### config.mk
export PLATFORM = sky130hd
export DESIGN_NAME = microchip_reset_sequencer
export DESIGN_NICKNAME = d
export VERILOG_FILES = /design/src/rtl/microchip_reset_sequencer.sv
export SDC_FILE = /design/constraint.sdc
export NUM_CORES = 1
export LEC_CHECK = 0
export CORE_AREA = 2 2 50 52
export DETAILED_ROUTE_END_ITERATION = 16
export DIE_AREA = 0 0 52 54
export PLACE_DENSITY = 0.72
export SLEW_MARGIN = 20
export SYNTH_ARGS = -nofsm -noshare
export SYNTH_HDL_FRONTEND = slang
export SYNTH_SLANG_ARGS = --single-unit
export TNS_END_PERCENT = 5
### constraint.sdc
create_clock -name CLK -period 4.1 [get_ports CLK]
set_clock_uncertainty 0.15 [all_clocks]
set_input_delay 0.82 -clock CLK [delete_from_list [all_inputs] [get_ports CLK]]
set_output_delay 0.82 -clock CLK [all_outputs]
set_load 0.005 [all_outputs]
### src/rtl/microchip_reset_sequencer.sv
// Reset / clock-enable sequencer for banks of SLE registers: holds banks in reset until PLL
// lock is stable, releases them one by one, then enables all; quiesces EN before resets on abort.
module microchip_reset_sequencer #(
    parameter int NUM_STAGES    = 4,
    parameter int RELEASE_DELAY = 4,
    parameter int SYNC_DEPTH    = 2
) (
    input  logic                  CLK,
    input  logic                  ALn,
    input  logic                  LOCK,
    input  logic                  REQ_RST,
    output logic [NUM_STAGES-1:0] STAGE_ALn,
    output logic [NUM_STAGES-1:0] STAGE_EN,
    output logic                  DONE,
    output logic [2:0]            STATE
);

    localparam int              KW         = (NUM_STAGES > 1) ? $clog2(NUM_STAGES) : 1;
    localparam logic [7:0]      CNT_RELOAD = 8'(RELEASE_DELAY - 1);
    localparam logic [KW-1:0]   K_LAST     = KW'(NUM_STAGES - 1);

    typedef enum logic [2:0] {
        HOLD    = 3'd0,
        RELEASE = 3'd1,
        ENABLE  = 3'd2,
        RUN     = 3'd3,
        QUIESCE = 3'd4
    } state_t;

    state_t                  state_r, state_s;
    logic [7:0]              cnt_r, cnt_s;
    logic [KW-1:0]           k_r, k_s;
    logic [NUM_STAGES-1:0]   aln_r, aln_s;
    logic [NUM_STAGES-1:0]   en_r, en_s;
    logic                    done_r, done_s;
    logic [SYNC_DEPTH-1:0]   sync_r;
    logic                    lock_s;
    logic                    abort_s;

    // LOCK is asynchronous to CLK; the chain resets to "unlocked" so banks stay held.
    always_ff @(posedge CLK or negedge ALn) begin
        if (!ALn) begin
            sync_r <= '0;
        end else begin
            sync_r <= {sync_r[SYNC_DEPTH-2:0], LOCK};
        end
    end

    assign lock_s  = sync_r[SYNC_DEPTH-1];
    assign abort_s = !lock_s || REQ_RST;

    // FSM state and registered outputs.
    always_ff @(posedge CLK or negedge ALn) begin
        if (!ALn) begin
            state_r <= HOLD;
            cnt_r   <= 8'd0;
            k_r     <= '0;
            aln_r   <= '0;
            en_r    <= '0;
            done_r  <= 1'b0;
        end else begin
            state_r <= state_s;
            cnt_r   <= cnt_s;
            k_r     <= k_s;
            aln_r   <= aln_s;
            en_r    <= en_s;
            done_r  <= done_s;
        end
    end

    // Next-state and next-output logic.
    always_comb begin
        state_s = state_r;
        cnt_s   = cnt_r;
        k_s     = k_r;
        aln_s   = aln_r;
        en_s    = en_r;
        done_s  = done_r;
        case (state_r)
            HOLD: begin
                aln_s  = '0;
                en_s   = '0;
                done_s = 1'b0;
                if (!abort_s) begin
                    cnt_s   = CNT_RELOAD;
                    k_s     = '0;
                    state_s = RELEASE;
                end else begin
                    state_s = HOLD;
                end
            end
            RELEASE: begin
                en_s   = '0;
                done_s = 1'b0;
                if (abort_s) begin
                    aln_s   = '0;
                    state_s = HOLD;
                end else if (cnt_r == 8'd0) begin
                    // Releases accumulate: only the bit for stage k is raised.
                    for (int i = 0; i < NUM_STAGES; i++) begin
                        if (k_r == KW'(i)) begin
                            aln_s[i] = 1'b1;
                        end else begin
                            aln_s[i] = aln_r[i];
                        end
                    end
                    cnt_s = CNT_RELOAD;
                    if (k_r == K_LAST) begin
                        state_s = ENABLE;
                    end else begin
                        k_s = k_r + KW'(1);
                    end
                end else begin
                    cnt_s = cnt_r - 8'd1;
                end
            end
            ENABLE: begin
                if (abort_s) begin
                    aln_s   = '0;
                    en_s    = '0;
                    done_s  = 1'b0;
                    state_s = HOLD;
                end else begin
                    en_s    = '1;
                    done_s  = 1'b1;
                    state_s = RUN;
                end
            end
            RUN: begin
                aln_s = '1;
                if (abort_s) begin
                    // EN drops first; resets follow one edge later from QUIESCE.
                    en_s    = '0;
                    done_s  = 1'b0;
                    state_s = QUIESCE;
                end else begin
                    en_s    = '1;
                    done_s  = 1'b1;
                    state_s = RUN;
                end
            end
            QUIESCE: begin
                aln_s   = '0;
                en_s    = '0;
                done_s  = 1'b0;
                state_s = HOLD;
            end
            default: begin
                cnt_s   = 8'd0;
                k_s     = '0;
                aln_s   = '0;
                en_s    = '0;
                done_s  = 1'b0;
                state_s = HOLD;
            end
        endcase
    end

    assign STAGE_ALn = aln_r;
    assign STAGE_EN  = en_r;
    assign DONE      = done_r;
    assign STATE     = state_r;

endmodule

### After elaboration in Yosys (flattened, before gate mapping)

Cells that the tools add are included.

* logic and storage cells: 72
* bits in registers: 24
* output and inout bits: 12
* input bits: 4

* $add $sub $neg: 2
* eq/ne operators: 17
* bitwise gates (word level): 1
* mux-type cells: 28
* reduce and logical (&&, ||, !) cells: 14

Operator list (number)
* 2-to-1 mux 8 bit: 3
* one-hot mux 8 bit (3 select lines): 1
* 2-to-1 mux 4 bit: 5
* inequality test 3 bit (second input constant): 5
* AND reduction 3 bit: 5
* 2-to-1 mux 3 bit: 4
* one-hot mux 3 bit (4 select lines): 1
* one-hot mux 4 bit (3 select lines): 1
* 2-to-1 mux 2 bit: 5
* inequality test 2 bit (second input constant): 5
* zero test 8 bit: 1
* subtractor 8 x 1 -> 8 bit (second input constant): 1
* 2-to-1 mux 1 bit: 7
* equality test 3 x 2 -> 1 bit (second input constant): 2
* one-hot mux 2 bit (3 select lines): 1
* AND reduction 5 bit: 1
* equality test 2 bit (second input constant): 2
* equality test 3 x 1 -> 1 bit (second input constant): 1
* equality test 3 bit (second input constant): 1
* zero test 3 bit: 1
* OR reduction 3 bit: 1
* adder 2 x 1 -> 2 bit (second input constant): 1
* equality test 2 x 1 -> 1 bit (second input constant): 1
* zero test 2 bit: 1
* other kinds (5): 5

### Depth between registers and ports, before layout

* word-level depth: 5
* mapped depth: 5

### Least setup slack after synthesis

No wires, ideal clock.

* path type: in2reg
* start: in REQ_RST
* end: reg k_r[0]
* data required time: 3874 ps
* path buffers: 0
* library setup time: 76 ps
* slack: 1895 ps
* arrival: 1978 ps
* cell stages on the path: 4
* cells stage by stage: nor4b_4 -> nor2_2 -> or4_4 -> o21ai_1

* longest elaborated chain between the ends: 3
* elaborated cells between the ends (all ways): 4

RTL lines
* start, declared: RTL line 11 `input logic REQ_RST,`
* logical OR 1 bit (*): RTL line 50 `assign abort_s = !lock_s || REQ_RST;`
* inequality test 2 bit (no source line)
* AND reduction 5 bit (no source line) (*)
* end signal, assigned: RTL line 64 `k_r <= k_s;`
* end, declared: RTL line 32 `logic [KW-1:0] k_r, k_s;`

Mark *: on every way between the ends. The rest lies on a longest branch, timed or not.
A chain may end at the register's enable or synchronous reset.

### Worst setup path in the final report

* start: in REQ_RST
* end: reg k_r[1]

The elaborated chain is that of the path after synthesis.

==> impl_results.md <==
* Reg-to-reg endpoint: k_r[1]
* Drt via density at 5.62
* Synth cell types at 36
* CP Class: in -> reg
* Reg area at 500 µm²
* P per Cell Area at 319 nW/µm²
* Max-slew violation count at 0
* Buffers on Ports at 15
* Post-layout min period at between 2 and 3 ns
* DR iter-0 viols at 35
* DP Cell Count at 143
* WL/cell at 13.7 µm
* Mapped Avg Cell Area at 10.4 µm²
* Worst Path Required at 4.19 ns
* DP HPWL at around 1.5 mm
* Seq cells post-synth at 20
* Setup bufs post-CTS at 0
* CTS tree: yes
* Area after DPL at 1230 µm²
* Leakage at 0.561 nW
* Worst Reg-to-Reg Cells at 4
* Die Y at 54 µm
* I/O pin cnt at 16
* Initial antenna violation count at 0
* N_diodes at 0
* Total power at between 0.0004 and 0.0005 W
* Vias at 826
* Post-CTS resize count at 0
* Max FO, Critical Path at 10
* Row count at 18
* Hold_buf cts at 0
* Clk_lat worst skew at 0.30 ns
* Post-synth EDFFs at 0
* Seq/Total Area, Yosys at 45.8%
* Largest net degree at the start of global routing at 21
* Synthesized netlist net count at 115
* Tcrit/Tclk final at 62.2%
* First-pass GRT wire length at 3.36 mm
* Final setup viols at 0
* Fin area at 1280 µm²
* Worst r2r src: STATE[1]
* Final wirelength at 2.02 mm
* Cell Area, Synth at roughly 1100 µm²
* Crit end category: flip-flop
* Dpl ws at 1.23 ns
* Longest Clk Path Bufs at 2
* Multi-input logic area at 518 µm²
* Ys flop type: dfrtp_1
* Max_cap viols at 0
* Status: complete, no violations
* Fmax at 392 MHz
* Final worst slack at 1.55 ns
* Number of fill cells at 201
* CTS buffer count at 3
* Number of synthesis warnings at 0
* Initial Utilization at a little under half
* Worst setup SP type: input port
* TritonRoute pass-1 iters at 4
* Clock transition at the registers of the reported paths at about 0.12 ns
* VDD IR max at 0.000199 V
* R2R setup slack at 2.04 ns
* Share of cells above drive strength 1 at 8.55%
* Root buf cell: clkbuf_4
* H-tree levels at 1
* Global placement routability congestion at 0.825
* Critical Path End: k_r[1]
* DRC at 0
* Total GRT Usage at 16.5%
* Hold Fails Final Rpt at 0
* TNS Setup at 0 ns
* Max-slew headroom at between 40% and 50%
* Beginning of the critical path: REQ_RST
* Async SR Flop Fraction at 100%
* Final nets at 128
* Post-route ant nets at 0
* Post-Synthesis Cells at 105
* Vias in the first global route at between 700 and 800
* RSZ-0062 raised after global routing: no
* HP Class: reg -> reg
* Core ar. at 2320 µm²
* Area delta synth->final at 17.3%
* Die X at 52 µm
* Non-filler cells, final at about 150
* CTS sink cnt at 20
* Worst EP arrival at ~2.6 ns
* GRT Residual Overflow at 0
* Slew @ Worst Pin at 0.881 ns
* Die area at roughly 2800 µm²
-- cell families (layout without fill, tap and decap cells) --
logic type | Yosys count | in the layout | synth area share [%]
AND/OR/NAND/NOR | 34 | 34 | 18.7
XOR/XNOR | 6 | 6 | 4.81
flip-flops | 20 | 20 | 45.8
AO/OA/AOI/OAI | 26 | 26 | 17.1
adder cells (fa/ha/maj) | 6 | 6 | 6.87
buffers and inverters | 13 | 25 | 6.76
-- sequential cells by signal, summed over array words and instances (netlist names) --
name       count
STAGE_ALn      4
sync_r         2
STAGE_EN       1
STATE          3
cnt_r          8
k_r            2
-- power breakdown --
group,leakage (nW),switching [W],internal [W]
combinational,0.270,0.0000198,0.0000160
clock,0.0279,0.0000637,0.0000988
sequential,0.264,0.00000724,0.000203
total,0.561,0.0000907,0.000318
-- Yosys cell counts, drive strengths merged (2+ instances only) --
cell type | n | area (µm²)
o21ai | 7 | 35.0
a311oi | 3 | 26.3
nor2 | 14 | 55.1
dfrtp | 20 | 500
inv | 6 | 22.5
xor2 | 6 | 52.6
nand2b | 2 | 12.5
ha | 6 | 75.1
a21o | 3 | 22.5
o211ai | 3 | 22.5
nor3 | 6 | 30.0
nor2b | 2 | 12.5
buf | 6 | 46.3
a41oi | 2 | 17.5
or3b | 2 | 17.5
-- worst min path at each step --
stage,startpoint,to,slack [ns],cells past startpoint
after global placement,sync_r[0],sync_r[1],0.19,0
after floorplan,sync_r[0],sync_r[1],0.18,0
after global routing,sync_r[0],sync_r[1],0.23,0
final,sync_r[0],sync_r[1],0.21,0
after detailed placement,sync_r[0],sync_r[1],0.19,0
after CTS,sync_r[0],sync_r[1],0.22,0
-- cell type report --
class	instances	share of cell area (%)
clock inverter	1	2.34
clock buffer	3	1.76
timing repair buffer	15	11.7
sequential	20	39.1
inverter	6	1.76
tap	30	2.93
multi-input combinational	72	40.4
-- routing by layer --
metal | vias to the layer above | routed length, µm | GRT usage [%]
li1 | 394 | - | -
met1 | 405 | 917 | 19.8
met2 | 23 | 996 | 29.1
met3 | 4 | 87 | 3.33
met4 | 0 | 18 | 6.58
met5 | - | 0 | 0
-- worst max-delay path: stages --
cell,delay [ns]
clkdlybuf4s50_1,0.48
nor4b_4,0.56
nor2_2,0.10
or4_4,0.53
o21ai_1,0.14
-- cells in the final DEF (no fill, tap or decap), drive strengths merged --
cell	n
dfrtp	20
clkdlybuf4s50	15
nor2	14
o21ai	7
inv	6
nor3	6
xor2	6
ha	6
o211ai	3
a21o	3
a311oi	3
clkbuf	3
nor2b	2
nand2b	2
or3b	2
a41oi	2
and2	1
nor4	1
nand3	1
o21a	1
nor4b	1
a21oi	1
or4	1
nand2	1
and3	1
or2b	1
a222oi	1
o21bai	1
a2111oi	1
a31oi	1
o31a	1
o2111ai	1
bufinv	1
-- through the flow --
step | hold slack (ns) | utilization (%)
final | 0.214 | 55.2
after global routing | 0.235 | 55.2
after CTS | 0.218 | 55.2
after detailed placement | 0.190 | 53.0
after global placement | 0.187 | 53.0
after floorplan | 0.181 | -
Note: power is estimated with default switching activity, not from simulation.
